$ cat src/rtl/axi_lite_arbiter_pkg.sv
// Shared types and constants for the two-master AXI-lite arbiter.
package ysyx_24110015_axi_pkg;

    localparam int unsigned ADDR_W = 32;
    localparam int unsigned DATA_W = 32;
    localparam int unsigned STRB_W = DATA_W / 8;
    localparam int unsigned RESP_W = 2;
    localparam int unsigned SIZE_W = 3;

    typedef enum logic [2:0] {
        IDLE,
        IFU_R,
        LSU_R,
        LSU_W,
        IFU_WERR
    } arb_state_t;

    localparam logic [RESP_W-1:0] RESP_OKAY   = 2'b00;
    localparam logic [RESP_W-1:0] RESP_SLVERR = 2'b10;
    localparam logic [RESP_W-1:0] RESP_DECERR = 2'b11;

    localparam logic [SIZE_W-1:0] SIZE_B = 3'b000;
    localparam logic [SIZE_W-1:0] SIZE_H = 3'b001;
    localparam logic [SIZE_W-1:0] SIZE_W_ = 3'b010;

endpackage

$ cat src/rtl/axi_lite_if.sv
// AXI-lite bundle with transfer size on both address channels.
interface axi_lite_if;
    import ysyx_24110015_axi_pkg::*;

    logic [ADDR_W-1:0] awaddr;
    logic [SIZE_W-1:0] awsize;
    logic              awvalid;
    logic              awready;
    logic [DATA_W-1:0] wdata;
    logic [STRB_W-1:0] wstrb;
    logic              wvalid;
    logic              wready;
    logic [RESP_W-1:0] bresp;
    logic              bvalid;
    logic              bready;
    logic [ADDR_W-1:0] araddr;
    logic [SIZE_W-1:0] arsize;
    logic              arvalid;
    logic              arready;
    logic [DATA_W-1:0] rdata;
    logic [RESP_W-1:0] rresp;
    logic              rvalid;
    logic              rready;

    modport master (
        output awaddr, awsize, awvalid, wdata, wstrb, wvalid, bready,
               araddr, arsize, arvalid, rready,
        input  awready, wready, bresp, bvalid, arready, rdata, rresp, rvalid
    );

    modport slave (
        input  awaddr, awsize, awvalid, wdata, wstrb, wvalid, bready,
               araddr, arsize, arvalid, rready,
        output awready, wready, bresp, bvalid, arready, rdata, rresp, rvalid
    );

endinterface

$ cat src/rtl/axi_lite_arbiter.sv
// Serialises IFU and LSU AXI-lite traffic onto one downstream bus, one transaction at a time.
module axi_lite_arbiter
    import ysyx_24110015_axi_pkg::*;
#(
    parameter bit                LSU_FIRST      = 1'b1,
    parameter logic [RESP_W-1:0] IFU_WRITE_RESP = RESP_SLVERR
) (
    input logic         clk,
    input logic         rst,
    axi_lite_if.slave   ifu_if,
    axi_lite_if.slave   lsu_if,
    axi_lite_if.master  mem_if
);

    arb_state_t state;
    logic       aw_done_q;
    logic       w_done_q;

    // The IFU write payload is absorbed locally and never reaches the bus.
    logic unused_ifu_wr;
    assign unused_ifu_wr = ^{ifu_if.awaddr, ifu_if.awsize, ifu_if.wdata, ifu_if.wstrb};

    // Grant decision, transaction completion and IFU write-error bookkeeping.
    always_ff @(posedge clk) begin
        if (!rst) begin
            state     <= IDLE;
            aw_done_q <= 1'b0;
            w_done_q  <= 1'b0;
        end else begin
            case (state)
                IDLE: begin
                    aw_done_q <= 1'b0;
                    w_done_q  <= 1'b0;
                    if (!LSU_FIRST && ifu_if.arvalid)            state <= IFU_R;
                    else if (lsu_if.awvalid || lsu_if.wvalid)    state <= LSU_W;
                    else if (lsu_if.arvalid)                     state <= LSU_R;
                    else if (ifu_if.arvalid)                     state <= IFU_R;
                    else if (ifu_if.awvalid || ifu_if.wvalid)    state <= IFU_WERR;
                end
                IFU_R, LSU_R: begin
                    if (mem_if.rvalid && mem_if.rready) state <= IDLE;
                end
                LSU_W: begin
                    if (mem_if.bvalid && mem_if.bready) state <= IDLE;
                end
                IFU_WERR: begin
                    if (ifu_if.awvalid && ifu_if.awready) aw_done_q <= 1'b1;
                    if (ifu_if.wvalid && ifu_if.wready)   w_done_q  <= 1'b1;
                    if (ifu_if.bvalid && ifu_if.bready) begin
                        state     <= IDLE;
                        aw_done_q <= 1'b0;
                        w_done_q  <= 1'b0;
                    end
                end
                default: state <= IDLE;
            endcase
        end
    end

    // Channel mux: route the granted master to the bus, everything else reads zero.
    always_comb begin
        mem_if.awaddr  = '0;
        mem_if.awsize  = '0;
        mem_if.awvalid = 1'b0;
        mem_if.wdata   = '0;
        mem_if.wstrb   = '0;
        mem_if.wvalid  = 1'b0;
        mem_if.bready  = 1'b0;
        mem_if.araddr  = '0;
        mem_if.arsize  = '0;
        mem_if.arvalid = 1'b0;
        mem_if.rready  = 1'b0;

        ifu_if.awready = 1'b0;
        ifu_if.wready  = 1'b0;
        ifu_if.bresp   = '0;
        ifu_if.bvalid  = 1'b0;
        ifu_if.arready = 1'b0;
        ifu_if.rdata   = '0;
        ifu_if.rresp   = '0;
        ifu_if.rvalid  = 1'b0;

        lsu_if.awready = 1'b0;
        lsu_if.wready  = 1'b0;
        lsu_if.bresp   = '0;
        lsu_if.bvalid  = 1'b0;
        lsu_if.arready = 1'b0;
        lsu_if.rdata   = '0;
        lsu_if.rresp   = '0;
        lsu_if.rvalid  = 1'b0;

        case (state)
            IFU_R: begin
                mem_if.araddr  = ifu_if.araddr;
                mem_if.arsize  = ifu_if.arsize;
                mem_if.arvalid = ifu_if.arvalid;
                mem_if.rready  = ifu_if.rready;
                ifu_if.arready = mem_if.arready;
                ifu_if.rdata   = mem_if.rdata;
                ifu_if.rresp   = mem_if.rresp;
                ifu_if.rvalid  = mem_if.rvalid;
            end
            LSU_R: begin
                mem_if.araddr  = lsu_if.araddr;
                mem_if.arsize  = lsu_if.arsize;
                mem_if.arvalid = lsu_if.arvalid;
                mem_if.rready  = lsu_if.rready;
                lsu_if.arready = mem_if.arready;
                lsu_if.rdata   = mem_if.rdata;
                lsu_if.rresp   = mem_if.rresp;
                lsu_if.rvalid  = mem_if.rvalid;
            end
            LSU_W: begin
                mem_if.awaddr  = lsu_if.awaddr;
                mem_if.awsize  = lsu_if.awsize;
                mem_if.awvalid = lsu_if.awvalid;
                mem_if.wdata   = lsu_if.wdata;
                mem_if.wstrb   = lsu_if.wstrb;
                mem_if.wvalid  = lsu_if.wvalid;
                mem_if.bready  = lsu_if.bready;
                lsu_if.awready = mem_if.awready;
                lsu_if.wready  = mem_if.wready;
                lsu_if.bresp   = mem_if.bresp;
                lsu_if.bvalid  = mem_if.bvalid;
            end
            IFU_WERR: begin
                // Accept both halves of the write, then answer with an error response.
                ifu_if.awready = !(aw_done_q && w_done_q);
                ifu_if.wready  = !(aw_done_q && w_done_q);
                ifu_if.bvalid  = aw_done_q && w_done_q;
                ifu_if.bresp   = IFU_WRITE_RESP;
            end
            default: ;
        endcase
    end

endmodule
$ cat src/flat_wrapper.sv
// flat-port wrapper written by rule: the top's interface ports become plain ports
module axi_lite_arbiter_flat import ysyx_24110015_axi_pkg::*;
#(
    parameter bit                LSU_FIRST      = 1'b1,
    parameter logic [RESP_W-1:0] IFU_WRITE_RESP = RESP_SLVERR
)
  (clk, rst, ifu_if_awaddr, ifu_if_awsize, ifu_if_awvalid, ifu_if_wdata, ifu_if_wstrb, ifu_if_wvalid, ifu_if_bready, ifu_if_araddr, ifu_if_arsize, ifu_if_arvalid, ifu_if_rready, ifu_if_awready, ifu_if_wready, ifu_if_bresp, ifu_if_bvalid, ifu_if_arready, ifu_if_rdata, ifu_if_rresp, ifu_if_rvalid, lsu_if_awaddr, lsu_if_awsize, lsu_if_awvalid, lsu_if_wdata, lsu_if_wstrb, lsu_if_wvalid, lsu_if_bready, lsu_if_araddr, lsu_if_arsize, lsu_if_arvalid, lsu_if_rready, lsu_if_awready, lsu_if_wready, lsu_if_bresp, lsu_if_bvalid, lsu_if_arready, lsu_if_rdata, lsu_if_rresp, lsu_if_rvalid, mem_if_awaddr, mem_if_awsize, mem_if_awvalid, mem_if_wdata, mem_if_wstrb, mem_if_wvalid, mem_if_bready, mem_if_araddr, mem_if_arsize, mem_if_arvalid, mem_if_rready, mem_if_awready, mem_if_wready, mem_if_bresp, mem_if_bvalid, mem_if_arready, mem_if_rdata, mem_if_rresp, mem_if_rvalid);
  axi_lite_if ifu_if_i ();
  axi_lite_if lsu_if_i ();
  axi_lite_if mem_if_i ();
  input logic clk;
  input logic rst;
  input wire logic [$bits(ifu_if_i.awaddr)-1:0] ifu_if_awaddr;
  input wire logic [$bits(ifu_if_i.awsize)-1:0] ifu_if_awsize;
  input wire logic [$bits(ifu_if_i.awvalid)-1:0] ifu_if_awvalid;
  input wire logic [$bits(ifu_if_i.wdata)-1:0] ifu_if_wdata;
  input wire logic [$bits(ifu_if_i.wstrb)-1:0] ifu_if_wstrb;
  input wire logic [$bits(ifu_if_i.wvalid)-1:0] ifu_if_wvalid;
  input wire logic [$bits(ifu_if_i.bready)-1:0] ifu_if_bready;
  input wire logic [$bits(ifu_if_i.araddr)-1:0] ifu_if_araddr;
  input wire logic [$bits(ifu_if_i.arsize)-1:0] ifu_if_arsize;
  input wire logic [$bits(ifu_if_i.arvalid)-1:0] ifu_if_arvalid;
  input wire logic [$bits(ifu_if_i.rready)-1:0] ifu_if_rready;
  output wire logic [$bits(ifu_if_i.awready)-1:0] ifu_if_awready;
  output wire logic [$bits(ifu_if_i.wready)-1:0] ifu_if_wready;
  output wire logic [$bits(ifu_if_i.bresp)-1:0] ifu_if_bresp;
  output wire logic [$bits(ifu_if_i.bvalid)-1:0] ifu_if_bvalid;
  output wire logic [$bits(ifu_if_i.arready)-1:0] ifu_if_arready;
  output wire logic [$bits(ifu_if_i.rdata)-1:0] ifu_if_rdata;
  output wire logic [$bits(ifu_if_i.rresp)-1:0] ifu_if_rresp;
  output wire logic [$bits(ifu_if_i.rvalid)-1:0] ifu_if_rvalid;
  input wire logic [$bits(lsu_if_i.awaddr)-1:0] lsu_if_awaddr;
  input wire logic [$bits(lsu_if_i.awsize)-1:0] lsu_if_awsize;
  input wire logic [$bits(lsu_if_i.awvalid)-1:0] lsu_if_awvalid;
  input wire logic [$bits(lsu_if_i.wdata)-1:0] lsu_if_wdata;
  input wire logic [$bits(lsu_if_i.wstrb)-1:0] lsu_if_wstrb;
  input wire logic [$bits(lsu_if_i.wvalid)-1:0] lsu_if_wvalid;
  input wire logic [$bits(lsu_if_i.bready)-1:0] lsu_if_bready;
  input wire logic [$bits(lsu_if_i.araddr)-1:0] lsu_if_araddr;
  input wire logic [$bits(lsu_if_i.arsize)-1:0] lsu_if_arsize;
  input wire logic [$bits(lsu_if_i.arvalid)-1:0] lsu_if_arvalid;
  input wire logic [$bits(lsu_if_i.rready)-1:0] lsu_if_rready;
  output wire logic [$bits(lsu_if_i.awready)-1:0] lsu_if_awready;
  output wire logic [$bits(lsu_if_i.wready)-1:0] lsu_if_wready;
  output wire logic [$bits(lsu_if_i.bresp)-1:0] lsu_if_bresp;
  output wire logic [$bits(lsu_if_i.bvalid)-1:0] lsu_if_bvalid;
  output wire logic [$bits(lsu_if_i.arready)-1:0] lsu_if_arready;
  output wire logic [$bits(lsu_if_i.rdata)-1:0] lsu_if_rdata;
  output wire logic [$bits(lsu_if_i.rresp)-1:0] lsu_if_rresp;
  output wire logic [$bits(lsu_if_i.rvalid)-1:0] lsu_if_rvalid;
  output wire logic [$bits(mem_if_i.awaddr)-1:0] mem_if_awaddr;
  output wire logic [$bits(mem_if_i.awsize)-1:0] mem_if_awsize;
  output wire logic [$bits(mem_if_i.awvalid)-1:0] mem_if_awvalid;
  output wire logic [$bits(mem_if_i.wdata)-1:0] mem_if_wdata;
  output wire logic [$bits(mem_if_i.wstrb)-1:0] mem_if_wstrb;
  output wire logic [$bits(mem_if_i.wvalid)-1:0] mem_if_wvalid;
  output wire logic [$bits(mem_if_i.bready)-1:0] mem_if_bready;
  output wire logic [$bits(mem_if_i.araddr)-1:0] mem_if_araddr;
  output wire logic [$bits(mem_if_i.arsize)-1:0] mem_if_arsize;
  output wire logic [$bits(mem_if_i.arvalid)-1:0] mem_if_arvalid;
  output wire logic [$bits(mem_if_i.rready)-1:0] mem_if_rready;
  input wire logic [$bits(mem_if_i.awready)-1:0] mem_if_awready;
  input wire logic [$bits(mem_if_i.wready)-1:0] mem_if_wready;
  input wire logic [$bits(mem_if_i.bresp)-1:0] mem_if_bresp;
  input wire logic [$bits(mem_if_i.bvalid)-1:0] mem_if_bvalid;
  input wire logic [$bits(mem_if_i.arready)-1:0] mem_if_arready;
  input wire logic [$bits(mem_if_i.rdata)-1:0] mem_if_rdata;
  input wire logic [$bits(mem_if_i.rresp)-1:0] mem_if_rresp;
  input wire logic [$bits(mem_if_i.rvalid)-1:0] mem_if_rvalid;
  assign ifu_if_i.awaddr = ifu_if_awaddr;
  assign ifu_if_i.awsize = ifu_if_awsize;
  assign ifu_if_i.awvalid = ifu_if_awvalid;
  assign ifu_if_i.wdata = ifu_if_wdata;
  assign ifu_if_i.wstrb = ifu_if_wstrb;
  assign ifu_if_i.wvalid = ifu_if_wvalid;
  assign ifu_if_i.bready = ifu_if_bready;
  assign ifu_if_i.araddr = ifu_if_araddr;
  assign ifu_if_i.arsize = ifu_if_arsize;
  assign ifu_if_i.arvalid = ifu_if_arvalid;
  assign ifu_if_i.rready = ifu_if_rready;
  assign ifu_if_awready = ifu_if_i.awready;
  assign ifu_if_wready = ifu_if_i.wready;
  assign ifu_if_bresp = ifu_if_i.bresp;
  assign ifu_if_bvalid = ifu_if_i.bvalid;
  assign ifu_if_arready = ifu_if_i.arready;
  assign ifu_if_rdata = ifu_if_i.rdata;
  assign ifu_if_rresp = ifu_if_i.rresp;
  assign ifu_if_rvalid = ifu_if_i.rvalid;
  assign lsu_if_i.awaddr = lsu_if_awaddr;
  assign lsu_if_i.awsize = lsu_if_awsize;
  assign lsu_if_i.awvalid = lsu_if_awvalid;
  assign lsu_if_i.wdata = lsu_if_wdata;
  assign lsu_if_i.wstrb = lsu_if_wstrb;
  assign lsu_if_i.wvalid = lsu_if_wvalid;
  assign lsu_if_i.bready = lsu_if_bready;
  assign lsu_if_i.araddr = lsu_if_araddr;
  assign lsu_if_i.arsize = lsu_if_arsize;
  assign lsu_if_i.arvalid = lsu_if_arvalid;
  assign lsu_if_i.rready = lsu_if_rready;
  assign lsu_if_awready = lsu_if_i.awready;
  assign lsu_if_wready = lsu_if_i.wready;
  assign lsu_if_bresp = lsu_if_i.bresp;
  assign lsu_if_bvalid = lsu_if_i.bvalid;
  assign lsu_if_arready = lsu_if_i.arready;
  assign lsu_if_rdata = lsu_if_i.rdata;
  assign lsu_if_rresp = lsu_if_i.rresp;
  assign lsu_if_rvalid = lsu_if_i.rvalid;
  assign mem_if_awaddr = mem_if_i.awaddr;
  assign mem_if_awsize = mem_if_i.awsize;
  assign mem_if_awvalid = mem_if_i.awvalid;
  assign mem_if_wdata = mem_if_i.wdata;
  assign mem_if_wstrb = mem_if_i.wstrb;
  assign mem_if_wvalid = mem_if_i.wvalid;
  assign mem_if_bready = mem_if_i.bready;
  assign mem_if_araddr = mem_if_i.araddr;
  assign mem_if_arsize = mem_if_i.arsize;
  assign mem_if_arvalid = mem_if_i.arvalid;
  assign mem_if_rready = mem_if_i.rready;
  assign mem_if_i.awready = mem_if_awready;
  assign mem_if_i.wready = mem_if_wready;
  assign mem_if_i.bresp = mem_if_bresp;
  assign mem_if_i.bvalid = mem_if_bvalid;
  assign mem_if_i.arready = mem_if_arready;
  assign mem_if_i.rdata = mem_if_rdata;
  assign mem_if_i.rresp = mem_if_rresp;
  assign mem_if_i.rvalid = mem_if_rvalid;
  axi_lite_arbiter #(.LSU_FIRST(LSU_FIRST), .IFU_WRITE_RESP(IFU_WRITE_RESP)) u_core (.clk(clk), .rst(rst), .ifu_if(ifu_if_i), .lsu_if(lsu_if_i), .mem_if(mem_if_i));
endmodule
$ cat config.mk
export PLATFORM = sky130hd
export DESIGN_NAME = axi_lite_arbiter_flat
export DESIGN_NICKNAME = d
export VERILOG_FILES = /design/src/rtl/axi_lite_arbiter_pkg.sv /design/src/rtl/axi_lite_if.sv /design/src/rtl/axi_lite_arbiter.sv /design/src/flat_wrapper.sv
export SDC_FILE = /design/constraint.sdc
export NUM_CORES = 1
export LEC_CHECK = 0
export BUFFER_PORTS_ARGS = -buffer_cell sky130_fd_sc_hd__buf_4
export CORE_AREA = 5 5 175 177
export DETAILED_ROUTE_END_ITERATION = 8
export DIE_AREA = 0 0 180 182
export GPL_TIMING_DRIVEN = 0
export SYNTH_ARGS = -nofsm -noshare
export SYNTH_HDL_FRONTEND = slang
export SYNTH_SLANG_ARGS = --single-unit
$ cat constraint.sdc
create_clock -name clk -period 1.5 [get_ports clk]
set_input_delay 0 -clock clk [delete_from_list [all_inputs] [get_ports clk]]
set_output_delay 0 -clock clk [all_outputs]
set_load 0.02 [all_outputs]
**Word level (Yosys, flattened, before mapping)**

Index checks and enable logic that the tools add are counted.

- Bits in registers: 5
- Bits of input ports: 265
- Output and inout bits: 193
- Word-level logic and storage cells: 68

- Equal/unequal tests: 10
- Multiplexer cells: 40
- Reductions and logical operators: 15

Operators by type and width:

| cell | number |
|---|---|
| $mux 32 | 4 |
| $pmux 32 s2 | 1 |
| $mux 3 | 8 |
| $mux 1 | 16 |
| $pmux 3 s4 | 1 |
| $mux 2 | 4 |
| $pmux 1 s2 | 4 |
| $eq 3x2->1 const B | 2 |
| $logic_and 1x1->1 | 6 |
| $ne 2x1->1 const B | 3 |
| $ne 3x1->1 const B | 2 |
| $pmux 3 s2 | 1 |
| $ne 5x3->1 const B | 1 |
| $mux 4 | 1 |
| $reduce_and 2->1 | 2 |
| $reduce_and 4->1 | 1 |
| $eq 3x1->1 const B | 1 |
| $eq 3x3->1 const B | 1 |
| $logic_not 3->1 | 1 |
| $logic_or 1x1->1 | 2 |
| $reduce_bool 2->1 | 1 |
| $reduce_or 2->1 | 1 |
| $logic_not 1->1 | 1 |

**Depth between registers and ports, before layout**

- Word-level depth: 7
- Depth in mapped cells: 5
- Mapped depth without buffers: 3

**Least setup slack after synthesis**

OpenSTA, ideal clock, no wires.

- Kind: register -> output
- From: register u_core.state[1]
- To: output ifu_if_wready
- Data arrival time: 1.436 ns
- Required time: 1.500 ns
- Setup slack: 0.064 ns
- Stages on the path, launching flop included: 6
- Path buffers: 2
- Path through: dfxtp_1 clkbuf_1 nor2_1 nand2_1 a21oi_1 buf_4

- Longest elaborated chain between the ends: 2

Ends and longest elaborated chain:

| item | line | RTL |
|---|---|---|
| from (decl) | axi_lite_arbiter.sv:15 | `arb_state_t state;` |
| from (signal assigned) | axi_lite_arbiter.sv:26 | `state <= IDLE;` |
| from (signal assigned) | axi_lite_arbiter.sv:34 | `if (!LSU_FIRST && ifu_if.arvalid) state <= IFU_R;` |
| from (signal assigned) | axi_lite_arbiter.sv:35 | `else if (lsu_if.awvalid \|\| lsu_if.wvalid) state <= LSU_W;` |
| $eq 3x3->1 | -- |  |
| $mux 1 | -- |  |
| to (decl) | flat_wrapper.sv:25 | `output wire logic [$bits(ifu_if_i.wready)-1:0] ifu_if_wready;` |

No other way between the ends.

**Final worst setup path**

- From: register u_core.state[2]
- To: output mem_if_araddr[26]

- Longest elaborated chain between the ends: 2
- Elaborated cells between the ends (all ways): 3
- Classes of those cells: eq/ne: 2; mux: 1

Ends and longest elaborated chain:

| item | line | RTL |
|---|---|---|
| $eq 3x2->1 or $eq 3x1->1 (tied branches) | axi_lite_arbiter.sv:92 | `case (state)` |
| $pmux 32 s2 (*) | axi_lite_arbiter.sv:92 |  |
| to (decl) | flat_wrapper.sv:58 | `output wire logic [$bits(mem_if_i.araddr)-1:0] mem_if_araddr;` |

Mark *: on every way between the ends. The rest lies on a longest branch, timed or not.

==> out/metrics.yaml <==
critical_path:
  startpoint_type: "register"
  crit_path_start: "u_core.state[2]$_SDFFE_PN0P_"
  criticalPathCategory: "register to primary output"
  rrSetupSlack_ns: 0.23
  r2r-start: "u_core.state[1]$_SDFFE_PN0P_"
  endpoint_kind: "primary output"
  crit_end: "mem_if_araddr[26]"
  reg2reg_depth: 2
  cp.required_ns: 1.50
  timing.rr.end: "u_core.state[2]$_SDFFE_PN0P_"
  arrival_ns: 1.54
  crit_fanout: 5
routing:
  ant_nets: 0
  drt_iter0_drc: 58
  vias_per_cell: 3.32
  first_pass_iters: 4
  vias: 3500
  wl_per_cell_um: 15.8
  drc: 0
  finalWirelength_um: 16700
synthesis:
  syn-instance-count: 257
  synth-warning-count: 0
  ys_seq_area_frac: 0.0583
  avgSynthCellArea_sq_um: 6.68
  synth.top_cells.by_area: "and2_1, a22o_1, and3_1, dfxtp_1, clkbuf_1"
  ys_ff_latch: 5
  synth_area_sq_um: 1720
  syn-num-nets: 522
  synth-async-reset-ratio: 0
  synth_edf_count: 0
  synth.distinct_cells: 24
  synth_top_area_frac: 0.422
  synth_area_leader_cell: "and2_1"
  synth_most_common_cell: "and2_1"
  ys_dominant_reg_cell: "dfxtp_1"
  synthTopCellsByCount: "and2_1, a22o_1, and3_1, clkbuf_1"
cts:
  clkTransAtPathRegs_ns: 0.03
  cts_tree: "done"
  clk_path_buf_depth: 2
  clkSinkCount: 5
  hold_buffers: 0
  h-tree-depth: 1
  clock_latency_ns: 0.23
  cts_buffers: 3
  root_buffer: "clkbuf_16"
grt:
  met3_usage: 0.0226
  busiest_layer: "met2"
  grt_max_degree: 11
  overflow: 0
  grt_pass1_vias: 3663
  use_met1: 0.101
  use_met2: 0.166
  antenna_found_initial: 0
  grt_pass1_wl_um: 22800
  track_usage: 0.0904
floorplan:
  die_x_um: 180
  pin_count: 458
  num_rows: 63
  start_util: 0.0591
  die_area_sq_um: 32800
  die_h_um: 182
  core_sq_um: 29100
timing:
  period_needed_ns: 1.54
  finClkSkew_ns: 0.000418
  fmax_mhz: 649
  period_share: 1.03
  rsz0062_at_grt: "true"
  setup_viol: 9
  drv_slew: 0
  setup_slack_ns: -0.0407
  hold_viol: 0
  tns_ns: -0.173
power:
  p_leak_nw: 3.18
  pwr_density_cell_nw_per_um2: 1000
  ir_worst_vdd_mv: 0.327
  total_power_mw: 5.86
layout:
  num-fill-cells: 3221
  finalNetCount: 929
  layout-drive-gt1-share: 0.710
  area_growth_pct: 241
  antenna_cells: 0
placement:
  gp_congestion: 0.928
  place_ws_ns: -0.330
  dp_hpwl_um: 13800
  port_buffers: 385
min_path:
  min_delay_path_depth: 3
  min_from: "rst"
  min_path_type: "input port to register"
job:
  max_cap_viol_count: 0
outcome:
  status: "finished with violations"
  violations: "setup timing"
-- timing repair --
| action | 4_1_cts | 5_1_grt |
|---|---|---|
| buffers inserted | 8 | 3 |
| pin swaps | 5 | 18 |
| endpoints found under the setup margin | 197 | 182 |
| resized for setup | 96 | 88 |
| endpoints found under the hold margin | 0 | 0 |
| cloned | 5 | 1 |
-- layer usage --
layer,vias to the layer above,wire length [um]
met4,0,437
met2,193,8730
met3,20,1140
met1,1591,6350
li1,1696,-
met5,-,0
-- per-stage QoR --
step | hold WS [ns] | instances | utilization | cell area, sq um
5_1_grt | 0.110 | 1053 | 0.201 | 5860
3_3_place_gp | 0.298 | 1032 | 0.175 | 5100
6_report | 0.0807 | 1053 | 0.201 | 5860
4_1_cts | 0.0783 | 1049 | 0.192 | 5580
2_1_floorplan | 0.140 | 257 | - | 1720
3_5_place_dp | 0.305 | 1032 | 0.175 | 5100
-- final cells by class --
class	instances	area [sq um]	share of cell area
sequential	5	111	0.0190
multi-input combinational	219	1560	0.266
timing repair buffer	402	3250	0.554
buffer	31	367	0.0626
clock buffer	4	78.8	0.0135
tap	390	488	0.0833
inverter	2	7.51	0.00128
-- state kept, by name, indices dropped and copies added (netlist names) --
| signal | count |
|---|---|
| u_core.aw_done_q | 1 |
| u_core.state | 3 |
| u_core.w_done_q | 1 |
-- critical path, cell delays in order, from the launching register on --
cell	delay [ns]
dfxtp_4	0.36
nor3b_4	0.27
buf_6	0.15
buf_8	0.12
buf_6	0.12
a22o_1	0.17
buf_6	0.13
-- worst min-delay path by stage --
stage                                        end  slack [ns]
floorplan           u_core.state[0]$_SDFFE_PN0P_        0.14
global placement    u_core.state[0]$_SDFFE_PN0P_        0.30
detailed placement              mem_if_wdata[12]        0.30
CTS                 u_core.w_done_q$_SDFFE_PN0P_        0.08
global route        u_core.state[0]$_SDFFE_PN0P_        0.11
finish              u_core.state[0]$_SDFFE_PN0P_        0.08
-- where the power goes --
group	switching, mW	internal, mW	total (mW)
Combinational	2.58	2.66	5.23
Sequential	0.0318	0.159	0.191
Clock	0.0870	0.352	0.439
-- logic make-up (layout without fill, tap and decap cells) --
kind of cell	after synthesis	in the layout	synth area share
buf+inv	33	439	0.0969
compound gates	48	48	0.234
flops	5	5	0.0583
simple gates	170	170	0.609
other cells	1	1	0.00218
-- cells in the final DEF (no fill, tap or decap), drive strengths merged --
cell,netlist,routed
a21oi,3,3
or4,1,1
nand2,7,7
a31oi,2,2
nor2,3,3
conb,1,1
inv,2,2
and3b,1,1
and2,116,116
clkbuf,19,11
buf,12,426
nor3b,1,1
o32ai,1,1
o21bai,1,1
dfxtp,5,5
a22o,37,37
o21ai,2,2
a211oi,1,1
nand3,5,5
and3,36,36
o311ai,1,1
Note: power is estimated with default switching activity, not from simulation.
